**src/rtl/bitstream_layer_seq.sv**
```systemverilog
// bitstream_layer_seq
//   Sequenced stochastic-computing layer. Each neuron ORs its input bits, each
//   gated by a comparator SNG (16-bit Galois LFSR compared against a runtime
//   weight). A control FSM runs a window of STREAM_LEN valid input bits,
//   counts ones per neuron, then offers the counts through a valid/ready port.
//
// Ports:
//   clk, n_rst                    clock, asynchronous active-low reset
//   cfg_we/neuron/input/weight    weight bank write (accepted only while idle)
//   start, busy                   window start request, FSM not idle
//   layer_input, in_valid         input bitstream bits and their qualifier
//   stream_out, stream_valid      registered neuron bits for the next layer
//   result_data/valid/ready       per-neuron counts, neuron i at [i*CNT_W +: CNT_W]

module bitstream_layer_seq #(
  parameter int INPUT_SIZE   = 2,
  parameter int NEURON_COUNT = 2,
  parameter int WEIGHT_W     = 8,
  parameter int STREAM_LEN   = 256,
  parameter int SEED         = 0,
  parameter int CNT_W        = $clog2(STREAM_LEN + 1),
  localparam int NSEL_W      = (NEURON_COUNT > 1) ? $clog2(NEURON_COUNT) : 1,
  localparam int ISEL_W      = (INPUT_SIZE > 1) ? $clog2(INPUT_SIZE) : 1
) (
  input  logic                          clk,
  input  logic                          n_rst,
  input  logic                          cfg_we,
  input  logic [NSEL_W-1:0]             cfg_neuron,
  input  logic [ISEL_W-1:0]             cfg_input,
  input  logic [WEIGHT_W-1:0]           cfg_weight,
  input  logic                          start,
  output logic                          busy,
  input  logic [INPUT_SIZE-1:0]         layer_input,
  input  logic                          in_valid,
  output logic [NEURON_COUNT-1:0]       stream_out,
  output logic                          stream_valid,
  output logic [NEURON_COUNT*CNT_W-1:0] result_data,
  output logic                          result_valid,
  input  logic                          result_ready
);

  typedef enum logic [1:0] {IDLE, RUN, HOLD} state_t;

  state_t                  state_reg, state_next;
  logic [CNT_W-1:0]        remaining_reg;
  logic [NEURON_COUNT-1:0] neuron_bit;
  logic                    load;   // idle -> run: clear counters, reload LFSRs
  logic                    step;   // one valid input bit consumed this cycle
  logic                    wr_en;

  // Per-(neuron, input) LFSR seed; zero would lock the LFSR, so map it to 1.
  function automatic logic [15:0] seed_of(input int i, input int j);
    logic [15:0] s;
    s = 16'(SEED + i * INPUT_SIZE + j + 1);
    if (s == 16'h0000) s = 16'h0001;
    return s;
  endfunction

  // Control FSM
  always_ff @(posedge clk or negedge n_rst) begin
    if (!n_rst) state_reg <= IDLE;
    else        state_reg <= state_next;
  end

  always_comb begin
    state_next   = state_reg;
    load         = 1'b0;
    step         = 1'b0;
    busy         = 1'b0;
    result_valid = 1'b0;
    wr_en        = 1'b0;
    case (state_reg)
      IDLE: begin
        wr_en = cfg_we && (32'(cfg_neuron) < NEURON_COUNT) && (32'(cfg_input) < INPUT_SIZE);
        if (start) begin
          load       = 1'b1;
          state_next = RUN;
        end
      end
      RUN: begin
        busy = 1'b1;
        step = in_valid;
        if (in_valid && remaining_reg == CNT_W'(1)) state_next = HOLD;
      end
      HOLD: begin
        busy         = 1'b1;
        result_valid = 1'b1;
        if (result_ready) state_next = IDLE;
      end
      default: state_next = IDLE;
    endcase
  end

  always_ff @(posedge clk or negedge n_rst) begin
    if (!n_rst)    remaining_reg <= '0;
    else if (load) remaining_reg <= CNT_W'(STREAM_LEN);
    else if (step) remaining_reg <= remaining_reg - CNT_W'(1);
  end

  // Per-neuron datapath: weights, SNGs, OR reduction, ones counter
  genvar gi, gj;
  generate
    for (gi = 0; gi < NEURON_COUNT; gi++) begin : g_neuron
      logic [INPUT_SIZE-1:0] wbit;
      logic [CNT_W-1:0]      count_reg;

      for (gj = 0; gj < INPUT_SIZE; gj++) begin : g_input
        localparam logic [15:0] SEED_IJ = seed_of(gi, gj);
        logic [WEIGHT_W-1:0] weight_reg;
        logic [15:0]         lfsr_reg;
        logic [15:0]         lfsr_next;

        always_ff @(posedge clk or negedge n_rst) begin
          if (!n_rst)
            weight_reg <= '0;
          else if (wr_en && 32'(cfg_neuron) == gi && 32'(cfg_input) == gj)
            weight_reg <= cfg_weight;
        end

        assign lfsr_next = {1'b0, lfsr_reg[15:1]} ^ (lfsr_reg[0] ? 16'hB400 : 16'h0000);

        always_ff @(posedge clk or negedge n_rst) begin
          if (!n_rst)    lfsr_reg <= SEED_IJ;
          else if (load) lfsr_reg <= SEED_IJ;
          else if (step) lfsr_reg <= lfsr_next;
        end

        // All-ones weight stands for probability 1.0, which a strict
        // less-than compare could never reach.
        assign wbit[gj] = (&weight_reg) || (lfsr_reg[WEIGHT_W-1:0] < weight_reg);
      end

      assign neuron_bit[gi] = |(layer_input & wbit);

      always_ff @(posedge clk or negedge n_rst) begin
        if (!n_rst)    count_reg <= '0;
        else if (load) count_reg <= '0;
        else if (step) count_reg <= count_reg + CNT_W'(neuron_bit[gi]);
      end

      assign result_data[gi*CNT_W +: CNT_W] = count_reg;
    end
  endgenerate

  // stream_out keeps its last value on cycles without a valid input bit
  always_ff @(posedge clk or negedge n_rst) begin
    if (!n_rst) begin
      stream_out   <= '0;
      stream_valid <= 1'b0;
    end else begin
      stream_valid <= step;
      if (step) stream_out <= neuron_bit;
    end
  end

endmodule

```
**config.mk**
```make
export PLATFORM = sky130hd
export DESIGN_NAME = bitstream_layer_seq
export DESIGN_NICKNAME = d
export VERILOG_FILES = /design/src/rtl/bitstream_layer_seq.sv
export SDC_FILE = /design/constraint.sdc
export NUM_CORES = 1
export LEC_CHECK = 0
export CORE_MARGIN = 5
export CORE_UTILIZATION = 55
export CTS_CLUSTER_DIAMETER = 120
export DETAILED_ROUTE_END_ITERATION = 7
export GPL_TIMING_DRIVEN = 0
export PLACE_DENSITY = 0.72
export SKIP_LAST_GASP = 1
export SYNTH_ARGS = -nofsm -noshare
export SYNTH_HDL_FRONTEND = slang
export SYNTH_SLANG_ARGS = --single-unit
```
**constraint.sdc**
```tcl
create_clock -name clk -period 3.1 [get_ports clk]
set_input_delay 0.775 -clock clk [delete_from_list [all_inputs] [get_ports clk]]
set_output_delay 0.775 -clock clk [all_outputs]
set_load 0.01 [all_outputs]
```
Yosys cells after proc, flatten, opt, wreduce, memory -nomap -nowiden --
Cells that the tools add are included. Widths: inputs -> output; s select.
Word-level totals: bits in registers 128, input bits 18, output and inout port bits 23, word-level logic and storage cells 84
Operators by class: add/sub/neg operators 3, $lt $le $gt $ge 4, equality and inequality tests 6, mux-type cells 28, bitwise logic cells 8, reduce and logical (&&, ||, !) cells 21
Operators with widths (number):
- $mux 16 | 12
- $xor 15x16->16 | 4
- $mux 9 | 6
- $lt 8x8->1 | 4
- $reduce_and 8->1 | 4
- $add 9x1->9 | 2
- $eq 9x1->1 const B | 1
- $sub 9x1->9 const B | 1
- $logic_and 1x1->1 | 7
- $mux 1 | 6
- $mux 2 | 3
- $ne 2x2->1 const B | 3
- $pmux 2 s3 | 1
- $reduce_or 2->1 | 3
- $and 2x2->2 | 2
- $logic_or 1x1->1 | 4
- $reduce_and 3->1 | 1
- $eq 2x1->1 const B | 1
- $eq 2x2->1 const B | 1
- $logic_not 2->1 | 1
- $not 1->1 | 2
- $reduce_bool 2->1 | 1

Depth between registers and ports, before layout --
word-level depth 7, mapped depth 13, mapped depth without buffers 13

Least setup slack after synthesis --
No wires, ideal clock.
path type input to register, start input port layer_input[1], end register g_neuron[1].count_reg[8], setup time 132 ps, data arrival time 2180 ps, data required time 2968 ps, setup slack 788 ps, cell stages on the path 11, path buffers 0, cell sequence nand4_1 nor4_1 a211oi_1 o2bb2ai_1 nand2_1 ha_1 ha_1 and3_1 nand4_1 xor2_1 nor2_1
Between the ends: cells in the longest elaborated chain, start to end 5
RTL lines:
- from (decl) | line 33 | input logic [INPUT_SIZE-1:0] layer_input,
- $and 2x2->2 | line 133 | assign neuron_bit[gi] = |(layer_input & wbit);
- $reduce_or 2->1 | line 133
- via neuron_bit[1] | line 46 | logic [NEURON_COUNT-1:0] neuron_bit;
- $add 9x1->9 | line 138 | else if (step) count_reg <= count_reg + CNT_W'(neuron_bit[gi]);
- $mux 9 | line 138
- $mux 9 | line 137 | else if (load) count_reg <= '0;
- to (signal assigned) | line 138
- to (decl) | line 105 | logic [CNT_W-1:0] count_reg;
The timed path passes the listed nets, and every way through them passes these cells. The select of a mux whose other input is x is not followed. A chain may end at the register's enable or synchronous reset.

Worst setup path in the final report --
Same ends and word-level chain as after synthesis.

==> results.md <==
- Area contributors post-synth: dfrtp_1, nand2_1, ha_1, a21oi_1, mux2_2
- Critical Path RT: 3.49 ns
- Async SR Flop Fraction: 1.00
- Final worst path period share: 0.932
- Clock Skews: 0.00478 ns
- Ant diodes: 0
- CTS clk-pin slew, worst paths: 0.06 ns
- R2r setup slk: 0.45 ns
- Hold Crit Class: in2async
- Routed WL: 13.9 mm
- CTS sink cnt: 128
- Nets: 743
- Placer Congestion: 0.773
- Die footprint: 13400 µm²
- GRT Total Usage: 0.225
- CTS root buffer: clkbuf_8
- Cell area after synthesis: 6160 µm²
- Synth Register Bits: 128
- Peak fanout along the critical path: 4
- Antenna violations before repair: 0
- Rel. slew slack: 0.507
- Crit start category: input port
- Yosys warnings: 0
- Setup crit end kind: register
- CP arrival: 3.28 ns
- Layout area overhead: 19.3%
- CTS buffer count: 17
- Min Tclk post-route: 2.89 ns
- Pin count of the biggest net entering global routing: 74
- DR DRC count: 0
- First-pass GRT wire length: 23.3 mm
- Layout cells sized above 1: 0.0904
- DR pass1 iterations: 4
- Cell taking the most area after synthesis: dfrtp_1
- Cts hold-fix bufs: 0
- Unrepaired setup endpoints after global routing: false
- Outcome: finished, final reports clean
- Worst-Margin Slew: 0.734 ns
- Reg2Reg Depth: 11
- Post-Syn Nets: 683
- Resized cells post-CTS: 0
- Leak: 3.30 nW
- Vias: 4665
- Cells after synthesis: 626
- Power Total: 6.68 mW
- IO Count: 41
- Max-cap violations: 0
- Reg2reg start: g_neuron[0].g_input[0].lfsr_reg[0]$_DFFE_PN1P_
- Number of routed nets with antenna violations: 0
- Num rows: 38
- Max FFs per register: 64
- Vias in the first global route: 4776
- Chip Width: 116 µm
- Final setup TNS: 0 ns
- Post-DP HPWL: 9.95 mm
- Slew Viols, Final: 0
- Sequential area share after synthesis: 0.521
- Clock tree from TritonCTS: built
- Placed cells: 807
- Postcts setup bufs: 0
- GRT Residual Overflow: 0
- R2r endpoint: g_neuron[0].count_reg[8]$_DFFE_PN0P_
- Max Buffers Root-to-Sink: 2
- Clock Latency Late Sink: 0.53 ns
- Fmax: 0.346 GHz
- Avg WL per Cell: 16.6 µm
- Post-synthesis cell type count: 38
- Filler instances: 842
- Post-synth top area share: 0.500
- Critical path type: in2reg
- 1st-iter DRT viols: 283
- Power Density: 908 nW/µm²
- H-tree depth: 4
- Number of synthesized flops with an enable pin: 0
- Core Region: 10900 µm²
- Die Y: 116 µm
- Setup-failing EPs final: 0
- Final Hold Vio Count: 0
- Starting Density: 0.566
- Avg Inst Size Synth: 9.84 µm²
- Multi-input logic area: 2700 µm²
- Non-Filler Instances: 837
- Peak VDD IR: 0.000460 V
- Most used DFF post-synth: dfrtp_1
- Sequential cell area: 3210 µm²
- Via density: 5.57
- Port buffer count: 40
## cells in the mapped netlist (all sizes together) (2+ instances only)
cell type and instances:
o2bb2ai 2, nand3b 2, o21a 4, dfrtp 123
nor4 3, nand3 10, dfstp 5, a21o 4
a2111oi 4, clkbuf 25, xnor2 16, and3 5
nand4 17, ha 39, mux2 27, o31ai 3
buf 6, a31oi 2, o21ai 14, nor3 2
a211oi 17, nand2 135, nor2 40, a21oi 58
inv 34, o211ai 2, nand2b 4, or3 3
xor2 14
## report_power, final
| group | total (mW) | leakage [nW] | switching (mW) | internal (mW) |
|---|---|---|---|---|
| logic | 2.09 | 1.35 | 1.19 | 0.899 |
| registers | 2.60 | 1.66 | 0.382 | 2.22 |
| clock network | 1.98 | 0.291 | 0.684 | 1.30 |
## layout make-up
type,count,share of cell area
Timing Repair Buffer,41,0.0584
Tap cell,140,0.0238
Multi-Input combinational cell,432,0.368
Buffer,31,0.0158
Clock buffer,24,0.0654
Inverter,35,0.0179
Sequential cell,128,0.437
Clock inverter,6,0.0143
## per-layer routing
layer,wire length (µm),global-route usage,part of all wire,vias to the layer above
li1,-,-,-,2245
met1,6190,0.299,0.44,2319
met2,6990,0.371,0.50,78
met3,505,0.0402,0.036,23
met4,246,0.0797,0.018,0
met5,0,0,0,-
## cell usage in the layout (no fill, tap or decap), drive strengths merged
cell type,count
a2111oi,4
a211oi,17
a21o,4
a21oi,58
a31oi,2
and2,1
and3,5
buf,8
bufinv,3
clkbuf,49
clkdlybuf4s50,39
clkinv,4
dfrtp,123
dfstp,5
ha,39
inv,34
mux2,27
nand2,135
nand2b,4
nand3,10
nand3b,2
nand4,17
nand4b,1
nor2,40
nor3,2
nor4,3
o211ai,2
o21a,4
o21ai,14
o221ai,1
o2bb2ai,2
o31ai,3
o41ai,1
or3,3
or4,1
xnor2,16
xor2,14
## how the worst max path moves through the flow
stage	slack [ns]	from	depth (start not counted)	end
after floorplan	0.79	layer_input[1]	11	g_neuron[1].count_reg[8]$_DFFE_PN0P_
after global placement	-3.53	n_rst	1	g_neuron[0].count_reg[3]$_DFFE_PN0P_
after detailed placement	-0.24	layer_input[1]	12	g_neuron[1].count_reg[8]$_DFFE_PN0P_
after CTS	0.24	layer_input[1]	12	g_neuron[1].count_reg[8]$_DFFE_PN0P_
after global routing	0.08	layer_input[1]	12	g_neuron[1].count_reg[8]$_DFFE_PN0P_
final	0.21	layer_input[1]	12	g_neuron[1].count_reg[8]$_DFFE_PN0P_
## stage by stage
step | worst slack (ns) | utilization | hold slack, ns | cell area [µm²]
after floorplan | 0.788 | - | 0.477 | 6160
after global placement | -3.53 | 0.619 | 0.490 | 6740
after detailed placement | -0.237 | 0.621 | 0.496 | 6760
after CTS | 0.239 | 0.675 | 0.202 | 7350
after global routing | 0.0755 | 0.675 | 0.227 | 7350
final | 0.210 | 0.675 | 0.198 | 7350
## worst max-delay path, stage by stage
cell	delay [ns]
clkdlybuf4s50_1	0.59
nand4_1	0.12
nor4_1	0.46
a211oi_1	0.12
o2bb2ai_1	0.18
nand2_1	0.14
ha_1	0.20
ha_1	0.18
and3_1	0.19
nand4_1	0.12
xor2_1	0.15
nor2_1	0.05
## logic make-up after synthesis
logic type | share of synthesized area
compound gates | 0.112
xor+xnor | 0.0427
fa+ha+maj | 0.0792
buf+inv | 0.0402
flops | 0.521
mux | 0.0494
simple gates | 0.156
Power figures use the tool's default switching activity.
